$ cat config.mk
export PLATFORM = sky130hd
export DESIGN_NAME = cpu_sequencer
export DESIGN_NICKNAME = d
export VERILOG_FILES = /design/src/rtl/cpu_sequencer.sv
export SDC_FILE = /design/constraint.sdc
export NUM_CORES = 1
export LEC_CHECK = 0
export BUFFER_PORTS_ARGS = -buffer_cell sky130_fd_sc_hd__buf_2
export CAP_MARGIN = 20
export CORE_MARGIN = 5
export CORE_UTILIZATION = 40
export DETAILED_ROUTE_END_ITERATION = 8
export PLACE_DENSITY = 0.66
export SYNTH_ARGS = -nofsm -noshare
export SYNTH_HDL_FRONTEND = slang
export SYNTH_SLANG_ARGS = --single-unit
$ cat constraint.sdc
create_clock -name i_clk -period 4.2 [get_ports i_clk]
set_input_delay 0.84 -clock i_clk [delete_from_list [all_inputs] [get_ports i_clk]]
set_output_delay 0.84 -clock i_clk [all_outputs]
set_load 0.05 [all_outputs]
$ cat src/rtl/cpu_sequencer.sv
// Multi-cycle control unit: owns PC and IR and steps the datapath through
// fetch, decode, execute and memory phases with a req/ready memory handshake.
module cpu_sequencer (
   input  logic        i_clk,
   input  logic        i_rstn,
   input  logic        i_run,
   input  logic [31:0] i_mem_rdata,
   input  logic        i_mem_ready,
   input  logic        i_nflag,
   input  logic        i_zflag,
   output logic        o_mem_req,
   output logic        o_mem_we,
   output logic [3:0]  o_sel_a,
   output logic [3:0]  o_sel_b,
   output logic [3:0]  o_dr,
   output logic        o_rw,
   output logic [4:0]  o_fs,
   output logic        o_mb,
   output logic [31:0] o_mb_data,
   output logic [7:0]  o_pc,
   output logic        o_mm,
   output logic        o_md,
   output logic        o_halted,
   output logic        o_illegal
);

   localparam int unsigned PC_W   = 8;
   localparam int unsigned IR_W   = 32;
   localparam int unsigned IMM_W  = 11;

   localparam logic [3:0] OPC_NOP     = 4'd0;
   localparam logic [3:0] OPC_ALU_REG = 4'd1;
   localparam logic [3:0] OPC_ALU_IMM = 4'd2;
   localparam logic [3:0] OPC_LD      = 4'd3;
   localparam logic [3:0] OPC_ST      = 4'd4;
   localparam logic [3:0] OPC_BRZ     = 4'd5;
   localparam logic [3:0] OPC_BRN     = 4'd6;
   localparam logic [3:0] OPC_JMP     = 4'd7;
   localparam logic [3:0] OPC_HALT    = 4'd8;

   typedef enum logic [2:0] {
      S_IDLE   = 3'd0,
      S_FETCH  = 3'd1,
      S_DECODE = 3'd2,
      S_EXEC   = 3'd3,
      S_MEM    = 3'd4,
      S_HALT   = 3'd5
   } state_t;

   state_t            state, state_nxt;
   logic [PC_W-1:0]   pc, pc_nxt;
   logic [IR_W-1:0]   ir, ir_nxt;
   logic [3:0]        opc;
   logic [PC_W-1:0]   imm8;

   assign opc       = ir[31:28];
   assign imm8      = ir[7:0];
   assign o_fs      = ir[27:23];
   assign o_dr      = ir[22:19];
   assign o_sel_a   = ir[18:15];
   assign o_sel_b   = ir[14:11];
   assign o_mb_data = {(IR_W-IMM_W)'(0), ir[IMM_W-1:0]};
   assign o_pc      = pc;

   // State, PC and IR registers
   always_ff @(posedge i_clk or negedge i_rstn) begin
      if (!i_rstn) begin
         state <= S_IDLE;
         pc    <= '0;
         ir    <= '0;
      end else begin
         state <= state_nxt;
         pc    <= pc_nxt;
         ir    <= ir_nxt;
      end
   end

   // Next state, PC/IR updates and combinational strobes
   always_comb begin
      state_nxt = state;
      pc_nxt    = pc;
      ir_nxt    = ir;
      o_mem_req = 1'b0;
      o_mem_we  = 1'b0;
      o_rw      = 1'b0;
      o_mb      = 1'b0;
      o_mm      = 1'b0;
      o_md      = 1'b0;
      o_halted  = 1'b0;
      o_illegal = 1'b0;

      case (state)
         S_IDLE: begin
            if (i_run) state_nxt = S_FETCH;
         end
         S_FETCH: begin
            o_mem_req = 1'b1;
            o_mm      = 1'b1;
            if (i_mem_ready) begin
               ir_nxt    = i_mem_rdata;
               pc_nxt    = pc + PC_W'(1);
               state_nxt = S_DECODE;
            end
         end
         S_DECODE: begin
            state_nxt = S_EXEC;
         end
         S_EXEC: begin
            state_nxt = S_FETCH;
            case (opc)
               OPC_NOP: ;
               OPC_ALU_REG: o_rw = 1'b1;
               OPC_ALU_IMM: begin
                  o_mb = 1'b1;
                  o_rw = 1'b1;
               end
               OPC_LD, OPC_ST: state_nxt = S_MEM;
               // Modulo-256 add of imm8 equals adding its sign extension
               OPC_BRZ: if (i_zflag) pc_nxt = pc + imm8;
               OPC_BRN: if (i_nflag) pc_nxt = pc + imm8;
               OPC_JMP: pc_nxt = imm8;
               OPC_HALT: state_nxt = S_HALT;
               default: o_illegal = 1'b1;
            endcase
         end
         S_MEM: begin
            o_mem_req = 1'b1;
            if (opc == OPC_LD) begin
               o_md = 1'b1;
               o_rw = i_mem_ready;
            end else begin
               o_mem_we = 1'b1;
            end
            if (i_mem_ready) state_nxt = S_FETCH;
         end
         S_HALT: begin
            o_halted = 1'b1;
         end
         default: state_nxt = S_IDLE;
      endcase
   end

endmodule

Word-level counts from Yosys, hierarchy flattened
Cells that the tools add are included.

Word-level logic and storage cells: 59. Bits in registers: 43. Bits of input ports: 38. Output and inout port bits: 65.

Reductions and logical operators: 10. Multiplexer cells: 24. Eq/ne operators: 19. Add/subtract/negate cells: 2. Bitwise gates (word level): 1.

Operator list (count): two-way mux 8 bit (3); case mux 8 bit (3 select lines) (1); case mux 3 bit (6 select lines) (1); equality test 4 x 3 -> 1 bit, second input constant (4); case mux 8 bit (2 select lines) (1); two-way mux 1 bit (13); two-way mux 3 bit (3); OR reduction 9 bit (1); adder 8 x 1 -> 8 bit, second input constant (1); adder 8 bit (1); equality test 4 x 2 -> 1 bit, second input constant (2); equality test 3 x 2 -> 1 bit, second input constant (2); equality test 3 bit, second input constant (2); != test 2 bit, second input constant (3); != test 3 bit, second input constant (2); case mux 3 bit (2 select lines) (1); OR reduction 2 bit (3); AND reduction 5 bit (1); equality test 4 x 1 -> 1 bit, second input constant (1); equality test 4 bit, second input constant (1); logical NOT 4 bit (1); != test 4 x 2 -> 1 bit, second input constant (1); AND reduction 4 bit (1); equality test 3 x 1 -> 1 bit, second input constant (1); 5 further kinds (5).

Depth between registers and ports, before layout
Word-level depth: 4. Mapped depth: 8. Depth with buffers taken out: 8.

Worst setup path after synthesis
OpenSTA, ideal clock, no wires.

Path kind: in2out. Start point: input port i_mem_ready. End point: output port o_rw. Required time: 3.360 ns. Arrival time: 2.243 ns. Stages: 5. Slack: 1.117 ns. Cell sequence: and2b_2 nand2_1 o22ai_1 a21oi_1 nor3_1.

Word-level cells in the longest chain between the ends: 2.

RTL lines: start, declared (RTL line 8) `input logic i_mem_ready,`; two-way mux 1 bit (RTL line 128) `if (opc == OPC_LD) begin`; case mux 1 bit (2 select lines) (RTL line 92) `case (state)`; end, declared (RTL line 16) `output logic o_rw,`.

Every way passes these cells.

Worst setup path in the final report
Start point: register state[0]. End point: output port o_rw.

Word-level cells in the longest chain between the ends: 2.

RTL lines: start, declared (RTL line 50) `state_t state, state_nxt;`; start signal, assigned (RTL line 72) `state <= state_nxt;`; equality test 3 bit or equality test 3 x 2 -> 1 bit (tied branches) (RTL line 92); case mux 1 bit (2 select lines) (*) (RTL line 92).

Every way passes the cells marked *; elsewhere a longest branch is shown, timed or not.

==> impl_results.md <==
* Status: complete, no violations
* CP Capture Type: output pin
* Initial Util at 0.4039
* Final nets at 435
* Post-synthesis register bit count at 43
* Clk sinks at 43
* Layout area overhead at 8.073%
* Endpoints failing setup at 0
* Synth Warn # at 0
* Die W at 94.90 um
* Max Clk Rate at 367.6 MHz
* Row count at 31
* Max Cap Viol at 0
* DRT Wirelength at between 6000 and 7000 um
* Delay-heaviest family, CP: simple AND/OR/NAND/NOR gates
* First-pass iteration count of the detailed router at 4
* Core area at 7137 um2
* Fraction of registers with async set/reset at 1.000
* Vias at 2339
* Total track usage at 0.1505
* Average size of a mapped cell at 8.332 um2
* Initial antenna violation count at 0
* Post-route minimum period at 2720 ps
* Post-Synthesis Cells at 346
* Synth cell types at 57
* Root buffer cell: clkbuf_8
* Reg-to-Reg End: o_pc[4]
* Post-route ant nets at 0
* DRT iter0 DRCs at 85
* TritonCTS clock tree: done
* Post-synth EDFFs at 0
* Setup bufs post-CTS at 0
* DP HPWL at ~4700 um
* Max VDD drop at 0.0003789 V
* Final routed DRC violation total at 0
* Critical-path maximum fanout at 16
* Ant diodes at 0
* Vias in the first global route at between 2000 and 2500
* Worst EP required at 3360 ps
* Fraction of layout cells with a size suffix above 1 at 0.2596
* H-tree depth at 2
* Final Max Slew Viols at 0
* Depth of the most critical reg-to-reg path at 8
* Port Buffers at roughly 80
* FILL cells at 756
* Max clock buf depth at 2
* Per-cell routed wire length at 13.39 um
* Period utilization at 0.6477
* Post-CTS Resized at 0
* CP bufs+invs at 1
* Commonest non-fill, non-tap cells in the layout: nand2_1, buf_2, dfrtp_1
* R2R Path Start: o_pc[0]
* RSZ-0062 raised after global routing: no
* Final weighted congestion in routability-driven placement at 0.8675
* I/O Pins at 103
* Worst Hold Class: in2async
* Die height at 94.90 um
* Leak at between 1.5 and 2 nW
* Critical path, cell by cell: nand3b_4, nor3b_1, a21oi_1, nor3_1, buf_2
* Global-route wire length before repair at 10730 um
* Pin count of the biggest net entering global routing at between 40 and 50
* Sequential cell area fraction in the yosys report at 0.3733
* Critical-path top delay cell: dfrtp_1
* Most common cell after layout, fill and taps aside: nand2_1
* Die ar. at about 9000 um2
* Most used DFF post-synth: dfrtp_1
* Crit path largest cell delay at about 600 ps
* PwrDens at approximately 940 nW/um2
* Grt ovf at 0
* Worst-Margin Slew at 530.8 ps
* Inst Count DP at 479
* Final cell count without fillers at 488
* Startpoint Class: flip-flop
* Fin Setup TNS at 0 ps
* Worst-Skew Late Latency at around 310 ps
* Layout Skew at roughly 14 ps
* Hold-fix buffers, CTS at 0
* Post-Syn Area at between 2000 and 3000 um2
* Count of final hold-check violations at 0
* Slew HR at 0.6461
* Critical path type: reg2out
* CTS buffer count at 5
* CP Data Arrival Time at 1880 ps
* Reg clk slew, reported paths at roughly 100 ps
* Detailed-route vias per instance at roughly 4.8
* Register-to-register setup slack at 2000 ps
worst max-delay path by stage:
| stage | startpoint | to | cells after the start |
|---|---|---|---|
| after floorplan | i_mem_ready | o_rw | 5 |
| after global placement | i_mem_ready | o_rw | 7 |
| after detailed placement | i_mem_ready | o_rw | 7 |
| after CTS | state[0] | o_rw | 5 |
| after global routing | state[0] | o_rw | 5 |
| final | state[0] | o_rw | 5 |
registers in the layout, indices dropped and copies added (netlist names):
register and count:
o_pc 8, state 3, ir 32
synthesized netlist by cell type, types with 2 or more instances:
cell type  number  area share
nand2_1       108        0.14
buf_4          50        0.13
dfrtp_1        43        0.37
nor2_1         16       0.021
a21oi_1        14       0.024
buf_2          11       0.019
ha_1            8       0.035
nand3_1         6       0.010
o21ai_0         6       0.010
a31oi_1         5       0.011
buf_6           5       0.020
nor3_1          5      0.0087
nand2b_1        4      0.0087
xor2_1          4       0.012
a211oi_1        3      0.0078
inv_1           3      0.0039
mux2i_1         3       0.010
nor2b_1         3      0.0065
o21ai_1         3      0.0052
o22ai_1         3      0.0065
xnor2_1         3      0.0091
a21o_1          2      0.0052
and2_0          2      0.0043
and3_1          2      0.0043
nor3b_1         2      0.0052
kinds of logic after synthesis:
group,synth area share
xor gates and xnor gates,0.02127
adders and majority gates,0.04167
muxes,0.01823
and+or+nand+nor,0.2687
AOI/OAI and AO/OA,0.1003
other,0.001301
DFF,0.3733
buffers and inverters,0.1753
cell type report:
cell class                 count  area, um2  area share
clock buffer                   6      82.58     0.02651
clock inverter                 2      16.27    0.005221
inverter                       4      15.01    0.004819
multi-input combinational    252       1376      0.4418
sequential                    43       1076      0.3454
tap                           99      123.9     0.03976
timing repair buffer          82      425.4      0.1365
per-stage QoR:
stage / power [mW] / utilization / hold WS [ps] / setup WS (ps) / instance area (um2)
finish: 2.915 / 0.4365 / 451.4 / 1480 / 3115
CTS: 2.934 / 0.4337 / 486.3 / 1473 / 3095
detailed placement: 2.636 / 0.4199 / 459.2 / 1570 / 2997
global placement: 2.597 / 0.4199 / 452.6 / 1570 / 2997
global route: 3.146 / 0.4365 / 488.0 / 1299 / 3115
floorplan: 2.485 / - / 445.2 / 1117 / 2958
power by group:
group          switching, mW  leakage [nW]  total, mW  internal [mW]
sequential             0.237         0.528      0.843          0.606
clock                  0.158        0.0474      0.293          0.135
combinational           1.26          1.11       1.78          0.521
routing by layer:
metal | routed length (um) | share of wire | track usage | vias to the layer above
li1 | - | - | - | 1161
met1 | 2895 | 0.44 | 0.1897 | 1114
met2 | 3137 | 0.48 | 0.2507 | 56
met3 | 390 | 0.060 | 0.03108 | 8
met4 | 112 | 0.017 | 0.06130 | 0
met5 | 0 | 0 | 0 | -
Power figures use the tool's default switching activity.
